$ cat src/rtl/wakeup_cam_rdy_if.sv
// Dispatch/broadcast/select bundle of the issue-queue wakeup CAM.
// master drives dispatch writes, broadcasts and control; slave is the CAM.
interface wakeup_cam_rdy_if #(
    parameter int unsigned DEPTH     = 32,
    parameter int unsigned INDEX     = 5,
    parameter int unsigned WIDTH     = 7,
    parameter int unsigned NUM_WR    = 4,
    parameter int unsigned NUM_RD    = 4,
    parameter int unsigned NUM_PARTS = 4
);
    logic [NUM_WR-1:0]       wr_en_i;
    logic [NUM_WR*INDEX-1:0] wr_addr_i;
    logic [NUM_WR*WIDTH-1:0] wr_tag_i;
    logic [NUM_WR-1:0]       wr_rdy_i;
    logic [NUM_RD-1:0]       bcast_valid_i;
    logic [NUM_RD*WIDTH-1:0] bcast_tag_i;
    logic [DEPTH-1:0]        free_i;
    logic                    flush_i;
    logic [NUM_PARTS-1:0]    part_active_i;
    logic [DEPTH-1:0]        wakeup_o;
    logic [DEPTH-1:0]        ready_o;
    logic                    cam_ready_o;

    modport master (
        output wr_en_i, wr_addr_i, wr_tag_i, wr_rdy_i,
        output bcast_valid_i, bcast_tag_i, free_i, flush_i, part_active_i,
        input  wakeup_o, ready_o, cam_ready_o
    );

    modport slave (
        input  wr_en_i, wr_addr_i, wr_tag_i, wr_rdy_i,
        input  bcast_valid_i, bcast_tag_i, free_i, flush_i, part_active_i,
        output wakeup_o, ready_o, cam_ready_o
    );
endinterface

$ cat src/rtl/wakeup_cam_rdy.sv
// Issue-queue wakeup CAM: one source tag per entry with valid and sticky ready
// bits, broadcast wakeup, deallocation, flush and partition power-down scrub.
module wakeup_cam_rdy #(
    parameter int unsigned DEPTH     = 32,
    parameter int unsigned INDEX     = 5,
    parameter int unsigned WIDTH     = 7,
    parameter int unsigned NUM_WR    = 4,
    parameter int unsigned NUM_RD    = 4,
    parameter int unsigned NUM_PARTS = 4,
    parameter int unsigned PART_LOG  = 2
) (
    input  logic            clk,
    input  logic            reset,
    wakeup_cam_rdy_if.slave bus
);
    localparam int unsigned PART_SZ = DEPTH / NUM_PARTS;
    localparam logic [PART_LOG-1:0] LAST_PART = PART_LOG'(NUM_PARTS - 1);

    typedef enum logic {IDLE, SCRUB} state_e;

    state_e               state_q, state_d;
    logic [PART_LOG-1:0]  cnt_q, cnt_d;
    logic [NUM_PARTS-1:0] pend_q, pend_d;
    logic [NUM_PARTS-1:0] part_q, part_d;
    logic [NUM_PARTS-1:0] deact;
    logic [WIDTH-1:0]     tag_q [DEPTH];
    logic [WIDTH-1:0]     tag_d [DEPTH];
    logic [DEPTH-1:0]     valid_q, valid_d, rdy_q, rdy_d, ready_q, ready_d;
    logic                 cam_ready_q, cam_ready_d;

    logic [DEPTH-1:0]     entry_act, hit, wakeup, scrub_clr;
    logic [DEPTH-1:0]     wr_hit, wr_rdy_sel;
    logic [WIDTH-1:0]     wr_tag_sel [DEPTH];
    logic                 bypass, accept;

    function automatic logic [PART_LOG-1:0] part_of(input int idx);
        return PART_LOG'(idx / PART_SZ);
    endfunction

    // Partition enable per entry and the zero-latency tag match on current contents
    always_comb begin
        entry_act = '0;
        hit       = '0;
        for (int i = 0; i < DEPTH; i++) begin
            entry_act[i] = bus.part_active_i[part_of(i)];
            for (int k = 0; k < NUM_RD; k++) begin
                if (bus.bcast_valid_i[k] && (tag_q[i] == bus.bcast_tag_i[k*WIDTH +: WIDTH]))
                    hit[i] = 1'b1;
            end
        end
        hit    = hit & valid_q & entry_act;
        wakeup = hit & ~rdy_q;
    end

    assign bus.wakeup_o    = wakeup;
    assign bus.ready_o     = ready_q;
    assign bus.cam_ready_o = cam_ready_q;

    // Write decode: later ports overwrite earlier ones, so the highest index wins
    always_comb begin
        wr_hit     = '0;
        wr_rdy_sel = '0;
        bypass     = 1'b0;
        accept     = 1'b0;
        for (int i = 0; i < DEPTH; i++) wr_tag_sel[i] = '0;
        for (int k = 0; k < NUM_WR; k++) begin
            bypass = 1'b0;
            for (int j = 0; j < NUM_RD; j++) begin
                if (bus.bcast_valid_i[j] &&
                    (bus.bcast_tag_i[j*WIDTH +: WIDTH] == bus.wr_tag_i[k*WIDTH +: WIDTH]))
                    bypass = 1'b1;
            end
            accept = bus.wr_en_i[k] && (state_q == IDLE) && !bus.flush_i &&
                     bus.part_active_i[part_of(32'(bus.wr_addr_i[k*INDEX +: INDEX]))];
            for (int i = 0; i < DEPTH; i++) begin
                if (accept && (bus.wr_addr_i[k*INDEX +: INDEX] == INDEX'(i))) begin
                    wr_hit[i]     = 1'b1;
                    wr_tag_sel[i] = bus.wr_tag_i[k*WIDTH +: WIDTH];
                    wr_rdy_sel[i] = bus.wr_rdy_i[k] | bypass;
                end
            end
        end
    end

    // Per-entry next state, applied lowest priority first so later steps override
    always_comb begin
        scrub_clr = '0;
        valid_d   = valid_q;
        rdy_d     = rdy_q | wakeup;
        for (int i = 0; i < DEPTH; i++) begin
            tag_d[i]     = tag_q[i];
            scrub_clr[i] = (state_q == SCRUB) && pend_q[cnt_q] && (part_of(i) == cnt_q);
            if (bus.free_i[i]) begin
                valid_d[i] = 1'b0;
                rdy_d[i]   = 1'b0;
            end
            if (wr_hit[i]) begin
                tag_d[i]   = wr_tag_sel[i];
                valid_d[i] = 1'b1;
                rdy_d[i]   = wr_rdy_sel[i];
            end
            if (scrub_clr[i] || bus.flush_i) begin
                valid_d[i] = 1'b0;
                rdy_d[i]   = 1'b0;
            end
        end
        ready_d = valid_d & rdy_d & entry_act;
    end

    // Scrub sequencer: one partition per cycle, extra passes while work remains
    always_comb begin
        state_d = state_q;
        cnt_d   = cnt_q;
        pend_d  = pend_q;
        part_d  = bus.part_active_i;
        deact   = part_q & ~bus.part_active_i;
        case (state_q)
            IDLE: begin
                if (bus.flush_i) begin
                    pend_d = '0;
                end else if (deact != '0) begin
                    state_d = SCRUB;
                    pend_d  = deact;
                    cnt_d   = '0;
                end
            end
            SCRUB: begin
                if (bus.flush_i) begin
                    state_d = IDLE;
                    pend_d  = '0;
                    cnt_d   = '0;
                end else begin
                    pend_d[cnt_q] = 1'b0;
                    pend_d        = pend_d | deact;
                    if (cnt_q == LAST_PART) begin
                        cnt_d = '0;
                        if (pend_d == '0) state_d = IDLE;
                    end else begin
                        cnt_d = cnt_q + PART_LOG'(1);
                    end
                end
            end
            default: state_d = IDLE;
        endcase
        cam_ready_d = (state_d == IDLE);
    end

    always_ff @(posedge clk or posedge reset) begin
        if (reset) begin
            state_q     <= IDLE;
            cnt_q       <= '0;
            pend_q      <= '0;
            part_q      <= '1;
            valid_q     <= '0;
            rdy_q       <= '0;
            ready_q     <= '0;
            cam_ready_q <= 1'b1;
            for (int i = 0; i < DEPTH; i++) tag_q[i] <= '0;
        end else begin
            state_q     <= state_d;
            cnt_q       <= cnt_d;
            pend_q      <= pend_d;
            part_q      <= part_d;
            valid_q     <= valid_d;
            rdy_q       <= rdy_d;
            ready_q     <= ready_d;
            cam_ready_q <= cam_ready_d;
            for (int i = 0; i < DEPTH; i++) tag_q[i] <= tag_d[i];
        end
    end
endmodule

$ cat src/flat_wrapper.sv
// flat-port wrapper written by rule: the top's interface ports become plain ports
module wakeup_cam_rdy_flat 
#(
    parameter int unsigned DEPTH     = 32,
    parameter int unsigned INDEX     = 5,
    parameter int unsigned WIDTH     = 7,
    parameter int unsigned NUM_WR    = 4,
    parameter int unsigned NUM_RD    = 4,
    parameter int unsigned NUM_PARTS = 4,
    parameter int unsigned PART_LOG  = 2
)
  (clk, reset, bus_wr_en_i, bus_wr_addr_i, bus_wr_tag_i, bus_wr_rdy_i, bus_bcast_valid_i, bus_bcast_tag_i, bus_free_i, bus_flush_i, bus_part_active_i, bus_wakeup_o, bus_ready_o, bus_cam_ready_o);
  wakeup_cam_rdy_if #(.DEPTH(DEPTH), .INDEX(INDEX), .WIDTH(WIDTH), .NUM_WR(NUM_WR), .NUM_RD(NUM_RD), .NUM_PARTS(NUM_PARTS)) bus_i ();
  input  logic clk;
  input  logic reset;
  input wire logic [$bits(bus_i.wr_en_i)-1:0] bus_wr_en_i;
  input wire logic [$bits(bus_i.wr_addr_i)-1:0] bus_wr_addr_i;
  input wire logic [$bits(bus_i.wr_tag_i)-1:0] bus_wr_tag_i;
  input wire logic [$bits(bus_i.wr_rdy_i)-1:0] bus_wr_rdy_i;
  input wire logic [$bits(bus_i.bcast_valid_i)-1:0] bus_bcast_valid_i;
  input wire logic [$bits(bus_i.bcast_tag_i)-1:0] bus_bcast_tag_i;
  input wire logic [$bits(bus_i.free_i)-1:0] bus_free_i;
  input wire logic [$bits(bus_i.flush_i)-1:0] bus_flush_i;
  input wire logic [$bits(bus_i.part_active_i)-1:0] bus_part_active_i;
  output wire logic [$bits(bus_i.wakeup_o)-1:0] bus_wakeup_o;
  output wire logic [$bits(bus_i.ready_o)-1:0] bus_ready_o;
  output wire logic [$bits(bus_i.cam_ready_o)-1:0] bus_cam_ready_o;
  assign bus_i.wr_en_i = bus_wr_en_i;
  assign bus_i.wr_addr_i = bus_wr_addr_i;
  assign bus_i.wr_tag_i = bus_wr_tag_i;
  assign bus_i.wr_rdy_i = bus_wr_rdy_i;
  assign bus_i.bcast_valid_i = bus_bcast_valid_i;
  assign bus_i.bcast_tag_i = bus_bcast_tag_i;
  assign bus_i.free_i = bus_free_i;
  assign bus_i.flush_i = bus_flush_i;
  assign bus_i.part_active_i = bus_part_active_i;
  assign bus_wakeup_o = bus_i.wakeup_o;
  assign bus_ready_o = bus_i.ready_o;
  assign bus_cam_ready_o = bus_i.cam_ready_o;
  wakeup_cam_rdy #(.DEPTH(DEPTH), .INDEX(INDEX), .WIDTH(WIDTH), .NUM_WR(NUM_WR), .NUM_RD(NUM_RD), .NUM_PARTS(NUM_PARTS), .PART_LOG(PART_LOG)) u_core (.clk(clk), .reset(reset), .bus(bus_i));
endmodule
$ cat config.mk
export PLATFORM = sky130hd
export DESIGN_NAME = wakeup_cam_rdy_flat
export DESIGN_NICKNAME = d
export VERILOG_FILES = /design/src/rtl/wakeup_cam_rdy_if.sv /design/src/rtl/wakeup_cam_rdy.sv /design/src/flat_wrapper.sv
export SDC_FILE = /design/constraint.sdc
export NUM_CORES = 2
export LEC_CHECK = 0
export CORE_UTILIZATION = 45
export CTS_BUF_LIST = sky130_fd_sc_hd__clkbuf_4
export DETAILED_ROUTE_END_ITERATION = 10
export SLEW_MARGIN = 15
export SYNTH_ARGS = -nofsm -noshare
export SYNTH_HDL_FRONTEND = slang
export SYNTH_SLANG_ARGS = --single-unit
$ cat constraint.sdc
create_clock -name clk -period 12.8 [get_ports clk]
set_clock_uncertainty 0.05 [all_clocks]
set_input_delay 1.28 -clock clk [delete_from_list [all_inputs] [get_ports clk]]
set_output_delay 1.28 -clock clk [all_outputs]
set_load 0.005 [all_outputs]
==> run metrics <==
status=completed; Metal-1 WL=63.1 mm; DR DRC count=0; top post-synthesis cells by count=xor2_1, nor2_1, dfrtp_1; final worst-path cycle share=45.9%; top-level I/O count=192; flip-flop and latch count after synthesis=332; maximum buffer depth of the clock tree=3; Worst Min Path Start=u_core.pend_q[3]$_DFFE_PP0P_; number of hold violations in the final report=0; fraction of synthesized cell area in xor and xnor cells=25.9%; clock-pin slew reported for the worst setup and hold paths after clock tree synthesis=0.06 ns; Critical R2R Launch=u_core.state_q$_DFF_PP0_; top routing layer used=met5; wire length of the first global-routing pass=239 mm; register-to-register setup slack=8.33 ns; length of routed met3 wiring=28.0 mm; fraction of final layout cells with drive strength greater than 1=11.0%; count leader, synth=xor2_1; required arrival time at the worst endpoint=11.47 ns; Synth Warn #=0; Post-Syn Nets=4323; number of gates given a new drive strength after cts=0; Area Growth Syn to Fin=7.23%; Num CTS Buffers=102; clock network latency to the later pin of the worst-skew pair=0.98 ns; Synth Area in Compound Gates=22.2%; total negative slack=0 ns; number of buffers inserted by hold repair at cts=0; fin nets=4128; pin count of the biggest net entering global routing=71; Worst path max stage delay=0.68 ns; arithmetic-cell share of the synthesized area counting full adders, half adders and majority gates=0.147%; number of global-route vias before repair=33200; detail-routed via count per cell=7.11; Endpoint, Worst Hold=u_core.pend_q[3]$_DFFE_PP0P_; H-Tree Depth=3; Antenna Violating Nets Remaining=0; area share of the largest cell type after synthesis=24.0%; starting density of the core=45.7%; fraction of registers with async set or reset after synthesis=100%; worst path bufs/invs=3; Max FO, Critical Path=19; global router's overall resource usage=42.7%; multiplexer share of the synthesized area=0.128%; dominant combinational cell family by area after synthesis=XOR/XNOR gates; number of gates on the worst path with buffers counted=8; row cnt=100; Worst-Margin Slew=1.29 ns; leading area contributor after synthesis=dfrtp_1; synthesized area divided by synthesized cell count=8.14 µm²; slowest library cell on the worst path=buf_2; headroom to the max-slew limit=13.9%; count of buffers from port buffering=191; Pleak=0.0147 µW; Power Dens Cells=110 nW/µm²; Setup crit start kind=primary input; Synth cell types=96; clk sinks=332; Root Driver=clkbuf_4; Chip Height=277 µm; routed via count=35800; number of pins exceeding their max-slew limit in the final report=0; number of antenna violations at the first check in global routing=4; path type of the worst setup path=primary input to output port; global placer's final weighted congestion=0.994; Max Clk Rate=170 MHz; endpoint type of the worst setup path=output port; sequential-to-total area share from yosys stat=24.4%; total wirelength of the detailed-routed design=170 mm; number of enable-type register cells in the synthesized netlist=0; HPWL reported at the end of detailed placement=98.9 mm; core region area=74700 µm²; CP delay by family, top=buffers and inverters; endpoint of the worst-slack reg-to-reg timing path=u_core.bus.ready_o[27]$_DFF_PP0_; area post-placement=35300 µm²; primary flip-flop cell chosen by synthesis mapping=dfrtp_1; filler cell count=7357; shortest period the worst path allows=5.88 ns; Arrival @ worst endpoint=4.55 ns; final routed wire length divided by cell count=33.6 µm; total overflow reported by the global router=0; Simple-Gate Fraction of Synth Area=18.9%; drt first pass iters=10; DR iter-0 viols=6400; Met2 Routed Length=66.4 mm; clock tree from TritonCTS=yes; crit-path cells=buf_2 > buf_4 > xor2_1 > nor4_1 > nand4_1 > a41o_1 > nor2_1 > clkdlybuf4s50_1; floorplan die area=76900 µm²; Hold/Removal Path Class=register to register; max-cap viol count=0; Die W=277 µm; synthesized area=34100 µm²; reg2reg path depth=7; unrepaired setup endpoints after global routing=false; Max VDD drop=0.0577 mV; final-report setup violation count=0; synthesized netlist cell count=4192; leading cell types by total area after synthesis=dfrtp_1, xor2_1, xnor2_1; number of cells on the worst hold path=2; Post-CTS Setup Inserts=0; post-route cell area=36600 µm²
-- cells in the final DEF, fill, tap and decap left out, types with 53 or more instances in the layout --
| cell | netlist | layout |
|---|---|---|
| a211oi_1 | 122 | 122 |
| a21oi_1 | 160 | 160 |
| a221o_1 | 152 | 152 |
| a221oi_1 | 114 | 114 |
| a22oi_1 | 87 | 87 |
| buf_2 | 137 | 53 |
| buf_4 | 30 | 112 |
| clkbuf_4 | 0 | 148 |
| clkdlybuf4s50_1 | 0 | 138 |
| dfrtp_1 | 327 | 327 |
| inv_1 | 54 | 53 |
| nand2_1 | 189 | 189 |
| nand4_1 | 176 | 176 |
| nor2_1 | 361 | 360 |
| nor4_1 | 134 | 132 |
| o21ai_0 | 148 | 148 |
| xnor2_1 | 294 | 294 |
| xor2_1 | 714 | 714 |
-- through the flow --
stage	total power [µW]	worst slack (ns)	util (%)	cells	hold slack [ns]
final	4020	6.92	49.0	5042	0.494
after floorplan	2510	2.28	-	4192	0.427
after detailed placement	2840	7.12	47.2	4862	0.472
after global routing	4170	7.01	49.0	5042	0.524
after global placement	2820	7.16	47.2	4862	0.470
after CTS	3950	7.12	49.0	5039	0.487
-- registers in the layout, summed over array words and instances (netlist names) --
name                    count
u_core.cnt_q                2
u_core.rdy_q               32
u_core.part_q               4
u_core.tag_q              224
u_core.bus.ready_o         32
u_core.state_q              1
u_core.bus.cam_ready_o      1
u_core.pend_q               4
u_core.valid_q             32
-- how the worst max path moves through the flow --
stage	from	endpoint	slack, ns
after floorplan	reset	u_core.bus.ready_o[0]$_DFF_PP0_	2.28
after global placement	bus_bcast_tag_i[4]	bus_wakeup_o[27]	7.16
after detailed placement	bus_bcast_tag_i[4]	bus_wakeup_o[27]	7.12
after CTS	bus_bcast_tag_i[4]	bus_wakeup_o[27]	7.12
after global routing	bus_bcast_tag_i[4]	bus_wakeup_o[27]	7.01
final	bus_bcast_tag_i[4]	bus_wakeup_o[27]	6.92
-- power breakdown --
part           internal, µW  switching, µW
registers              1210            388
clock network           566            556
logic                   560            742
-- area by class of cell --
class | instances | area, µm² | area share [%]
inverters | 58 | 225 | 0.616
diodes | 3 | 7.51 | 0.0205
clock inverters | 29 | 178 | 0.486
multi-input cells | 3200 | 23100 | 63.0
repair buffers | 303 | 2490 | 6.80
flip-flops and latches | 332 | 8310 | 22.7
well taps | 969 | 1210 | 3.31
clock buffers | 148 | 1110 | 3.04
-- cell families (layout without fill, tap and decap cells) --
kind of cell	count (synthesis)	count (layout)
buffers and inverters	660	538
adder cells (fa/ha/maj)	4	4
AND/OR/NAND/NOR	1181	1181
XOR/XNOR	1008	1008
multiplexers	3	3
flip-flops	332	332
AO/OA/AOI/OAI	1004	1004
other	0	3
-- worst register-to-register path: cells and delay by family (launching register included) --
family           cells  cell delay [ns]
AO/OA/AOI/OAI        3             0.99
flip-flops           1             0.70
AND/OR/NAND/NOR      4             2.58
-- layer usage --
metal  vias up  global-route usage (%)
met5         -                   0.563
met4         4                    25.7
met3       844                    17.1
met2      3295                    58.7
met1     17000                    55.5
li1      14700                       -
Power figures use the tool's default switching activity.
